### config.mk
export PLATFORM = sky130hd
export DESIGN_NAME = event_arbiter
export DESIGN_NICKNAME = d
export VERILOG_FILES = /design/src/rtl/event_arbiter.sv
export SDC_FILE = /design/constraint.sdc
export NUM_CORES = 1
export LEC_CHECK = 0
export ABC_AREA = 1
export CORE_ASPECT_RATIO = 0.7
export CORE_MARGIN = 8
export CORE_UTILIZATION = 50
export DETAILED_ROUTE_END_ITERATION = 8
export PLACE_DENSITY = 0.83
export SYNTH_ARGS = -nofsm -noshare
export SYNTH_HDL_FRONTEND = slang
export SYNTH_SLANG_ARGS = --single-unit
### constraint.sdc
create_clock -name clk -period 2.2 [get_ports clk]
set_clock_uncertainty 0.15 [all_clocks]
set_input_delay 0.44 -clock clk [delete_from_list [all_inputs] [get_ports clk]]
set_output_delay 0.44 -clock clk [all_outputs]
set_load 0.01 [all_outputs]
### src/rtl/event_arbiter.sv
// rtl/event_arbiter.sv - round-robin arbiter sharing one conv core event port between NUM_REQ sources
module event_arbiter #(
    parameter int NUM_REQ        = 2,
    parameter int COORD_BITS     = 8,
    parameter int TIMEOUT_CYCLES = 64,
    parameter int CNT_BITS       = 16,
    localparam int SRC_BITS      = (NUM_REQ > 1) ? $clog2(NUM_REQ) : 1,
    localparam int EV_BITS       = 2 * COORD_BITS,
    localparam int WD_BITS       = $clog2(TIMEOUT_CYCLES + 1)
) (
    input  logic                       clk,
    input  logic                       rst_n,
    input  logic                       enable,
    input  logic [NUM_REQ-1:0]         req_valid,
    input  logic [NUM_REQ*EV_BITS-1:0] req_coord,
    output logic [NUM_REQ-1:0]         req_ack,
    output logic                       conv_event_valid,
    output logic [EV_BITS-1:0]         conv_event_coord,
    output logic [SRC_BITS-1:0]        conv_event_src,
    input  logic                       conv_event_ready,
    input  logic                       conv_event_ack,
    output logic                       busy,
    output logic                       timeout_err,
    output logic [CNT_BITS-1:0]        event_count
);

    typedef enum logic [1:0] {IDLE, BUSY, RELEASE} state_t;

    state_t                state, state_nxt;
    logic [SRC_BITS-1:0]   last_grant, last_grant_nxt;
    logic [SRC_BITS-1:0]   src_q, src_nxt;
    logic [EV_BITS-1:0]    coord_q, coord_nxt;
    logic [WD_BITS-1:0]    wd_q, wd_nxt;
    logic [CNT_BITS-1:0]   cnt_q, cnt_nxt;
    logic                  terr_q, terr_nxt;
    logic [SRC_BITS-1:0]   pick;
    logic                  pick_found;

    // Scan from the farthest offset down so the nearest valid source after last_grant wins.
    always_comb begin
        pick       = '0;
        pick_found = 1'b0;
        for (int i = NUM_REQ; i >= 1; i--) begin
            if (req_valid[(int'(last_grant) + i) % NUM_REQ]) begin
                pick       = SRC_BITS'((int'(last_grant) + i) % NUM_REQ);
                pick_found = 1'b1;
            end
        end
    end

    always_comb begin
        state_nxt      = state;
        last_grant_nxt = last_grant;
        src_nxt        = src_q;
        coord_nxt      = coord_q;
        wd_nxt         = wd_q;
        cnt_nxt        = cnt_q;
        terr_nxt       = terr_q;
        case (state)
            IDLE: begin
                if (enable && pick_found && conv_event_ready) begin
                    state_nxt = BUSY;
                    src_nxt   = pick;
                    coord_nxt = req_coord[pick*EV_BITS +: EV_BITS];
                    wd_nxt    = '0;
                end
            end
            BUSY: begin
                // Ack takes precedence over a watchdog expiring in the same cycle.
                if (conv_event_ack) begin
                    state_nxt      = RELEASE;
                    cnt_nxt        = cnt_q + 1'b1;
                    last_grant_nxt = src_q;
                end else if (wd_q == WD_BITS'(TIMEOUT_CYCLES - 1)) begin
                    state_nxt      = IDLE;
                    terr_nxt       = 1'b1;
                    last_grant_nxt = src_q;
                end else begin
                    wd_nxt = wd_q + 1'b1;
                end
            end
            RELEASE: state_nxt = IDLE;
            default: state_nxt = IDLE;
        endcase
    end

    always_ff @(posedge clk or negedge rst_n) begin
        if (!rst_n) begin
            state      <= IDLE;
            last_grant <= SRC_BITS'(NUM_REQ - 1);
            src_q      <= '0;
            coord_q    <= '0;
            wd_q       <= '0;
            cnt_q      <= '0;
            terr_q     <= 1'b0;
        end else begin
            state      <= state_nxt;
            last_grant <= last_grant_nxt;
            src_q      <= src_nxt;
            coord_q    <= coord_nxt;
            wd_q       <= wd_nxt;
            cnt_q      <= cnt_nxt;
            terr_q     <= terr_nxt;
        end
    end

    always_comb begin
        req_ack = '0;
        if (state == RELEASE) req_ack[src_q] = 1'b1;
    end

    assign conv_event_valid = (state == BUSY);
    assign conv_event_coord = coord_q;
    assign conv_event_src   = src_q;
    assign busy             = (state != IDLE);
    assign timeout_err      = terr_q;
    assign event_count      = cnt_q;

endmodule

==> run summary <==
FMAX -> 0.472 GHz
#FFs+latches synth -> 44
Most numerous cell in the Yosys netlist -> nand2_1
Setup ws final -> 0.0825 ns
TritonCTS clock tree -> done
DRC -> 0
Syn_area_per_cell -> 7.43 um2
Top cells by area, synth -> dfrtp_1 45%, nand2_1 18%, nand3_1 6.8%
DR vias -> 2302
Max-Cap Viols -> 0
Worst-skew pair later-pin latency -> 0.30 ns
Mapped Cells -> 325
Die H -> 74.1 um
CTS clk-pin slew, worst paths -> 0.08 ns
Measured slew at the worst slew-check pin -> 0.551 ns
Crit path buf inv count -> 2
Grt total ovfl -> 0
Final Hold Fails -> 0
Diode count -> 0
Req. time, crit path -> 1.61 ns
Setup crit start kind -> flop
Initial DRC Count -> 131
Mapped cell area -> 2410 um2
Commonest cells in the netlist -> 116 x nand2_1, 43 x dfrtp_1, 37 x inv_1, 33 x nand3_1, 26 x o21ai_0
Core box area -> 4700 um2
Placer Congestion -> 0.829
Status -> completed
WL/cell -> 13.1 um
Max Slew Vio Count -> 0
Crit path cell chain -> inv_2 > and3_2 > clkdlybuf4s50_1
IO Pins -> 77
Die Area -> 7340 um2
Crit path max fanout -> 4
Synth Area in Simple Gates -> 0.358
Share of the yosys chip area belonging to registers -> 0.457
Peak supply drop -> 0.000394 V
Area share of fa/ha/maj cells after synthesis -> 0.0104
YS warnings -> 0
Slew headroom -> 0.633
Combined area of the multi-input logic cells -> 1120 um2
Mux cell area share after synthesis -> 0
Hold Path Origin -> conv_event_coord[15]
Crit share post-route -> 0.962
Largest stage delay, worst path -> 0.54 ns
Library cells used by synthesis -> 29
R2R Setup Slk -> 0.46 ns
Inst Count DP -> 458
First-pass GRT wire length -> 10200 um
Area Overhead vs Synth -> 39.6%
Number of global-route vias before repair -> 2222
Layout net count -> 450
Routed WL -> 6100 um
Placed inst area -> 3260 um2
Setup TNS -> 0 ns
Hold slack -> 0.340 ns
R2r startpoint -> wd_q[0]
Post-synthesis compound-gate area fraction -> 0.0726
Worst R2R End -> last_grant
Critical Path End Type -> output pin
Final std cell area, no fill -> 3370 um2
Switching Fraction -> 0.333
Sequential Area -> 1100 um2
IO Port Bufs -> 76
Fillers -> 395
CP Data Arrival Time -> 1.53 ns
Share of layout cells above drive strength 1 -> 0.0829
RSZ-0062 raised after global routing -> no
Area share of xor/xnor cells in the synthesized design -> 0.0218
Initial antenna violation count -> 0
Min-Delay Path Depth -> 2
Worst Reg-to-Reg Cells -> 7
Clk pwr share -> 0.214
Final min period -> 2.12 ns
Worst path slowest cell -> clkdlybuf4s50_1
ANT nets after route -> 0
Die width -> 99.0 um
Async SR Flop Fraction -> 1.00
PD cells -> 773 nW/um2
Combinational share of power -> 0.349
Seq pwr share -> 0.437
Max Root-Sink Buffers -> 2
Row count -> 21
Root Buffer -> clkbuf_8
Worst hold path class -> reg2reg
NetSw -> 0.867 mW
Leakage power -> 1.62 nW
H-tree levels -> 2
Total internal power -> 1.74 mW
Post-synth top area cell -> dfrtp_1
Final Non-Filler Cells -> 467
Final setup fails -> 0
CP delay by family, top -> buffers and inverters
# clock sinks -> 44
Synth top area share -> 0.446
Number of flops mapped to enable cells by yosys -> 0
Total CTS buffers -> 5
Via density -> 4.93
WHS Endpoint -> conv_event_coord[15]
Total GRT Usage -> 0.175
Top_reg_cell synth -> dfrtp_1
Setup WS pre-CTS -> 0.186 ns
Syn nets -> 366
Largest family of logic cells by synthesized area -> simple AND/OR/NAND/NOR gates
Largest net degree at the start of global routing -> 33
Initial Util -> 0.513
Post-DP HPWL -> 4800 um
Crit path kind -> reg2out
Drt first pass iters -> 4
## cell type report
cell class | instances | area share
sequential | 44 | 0.327
timing repair buffer | 86 | 0.248
multi-input combinational | 234 | 0.331
clock buffer | 8 | 0.0297
tap | 57 | 0.0212
inverter | 38 | 0.0423
## repair_timing
| item | CTS | global route |
|---|---|---|
| gates resized for setup | 0 | 1 |
| hold endpoints to repair | 21 | 0 |
| setup buffers | 0 | 0 |
| hold buffers | 1 | 0 |
| setup endpoints to repair | 0 | 1 |
## per-stage QoR
stage / util / power (mW)
after floorplan: - / 1.54
after global placement: 0.692 / 2.04
after detailed placement: 0.692 / 2.07
after CTS: 0.716 / 2.63
after global routing: 0.716 / 2.78
final: 0.716 / 2.60
## routing by layer
| metal | GRT usage | part of all wire | up-vias |
|---|---|---|---|
| li1 | - | - | 1191 |
| met1 | 0.212 | 0.45 | 1028 |
| met2 | 0.274 | 0.44 | 78 |
| met3 | 0.0785 | 0.11 | 5 |
| met4 | 0.0592 | 0.0093 | 0 |
| met5 | 0 | 0 | - |
## state kept, by name (all words and copies together), names as in the netlist
name	count
conv_event_coord	16
event_count	16
wd_q	7
state	2
conv_event_src	1
last_grant	1
timeout_err	1
## cells by family (layout without fill, tap and decap cells)
family                     count (synthesis)  after routing
AOI/OAI and AO/OA                         33             33
xor gates and xnor gates                   6              6
adders and majority gates                  2              2
buffers and inverters                     47            132
DFF                                       44             44
and+or+nand+nor                          193            193
## worst max-delay path by stage
stage	startpoint	to	slack, ns	depth (start not counted)
detailed placement	conv_event_ack	event_count[13]	0.19	8
floorplan	wd_q[0]	wd_q[3]	0.72	8
global route	state[0]	req_ack[1]	0.01	3
CTS	state[1]	req_ack[0]	0.07	3
global placement	conv_event_ack	event_count[6]	0.27	7
finish	state[0]	req_ack[1]	0.08	3
## worst min-delay path, cell delays in order (launching register included)
cell,delay [ns]
dfrtp_1,0.35
nand2_1,0.05
o21ai_0,0.06
## placed cells by master (no fill, tap or decap), types with 3 or more instances in the layout
cell type and n:
nor2_1 21, clkdlybuf4s50_1 74, a21oi_1 3, nand4_1 6, buf_4 9, o21ai_0 26
xnor2_1 4, nand2_1 116, inv_1 37, clkbuf_8 7, nor2_4 3, nand3_1 33
dfrtp_1 43, nand2_2 3
## power groups by stage
stage	clock network, mW	logic, mW	registers [mW]
floorplan	0	0.353	1.19
global placement	0	0.896	1.15
detailed placement	0	0.919	1.15
CTS	0.570	0.922	1.14
global route	0.603	1.02	1.17
finish	0.557	0.907	1.14
(Power assumes the default switching activity.)
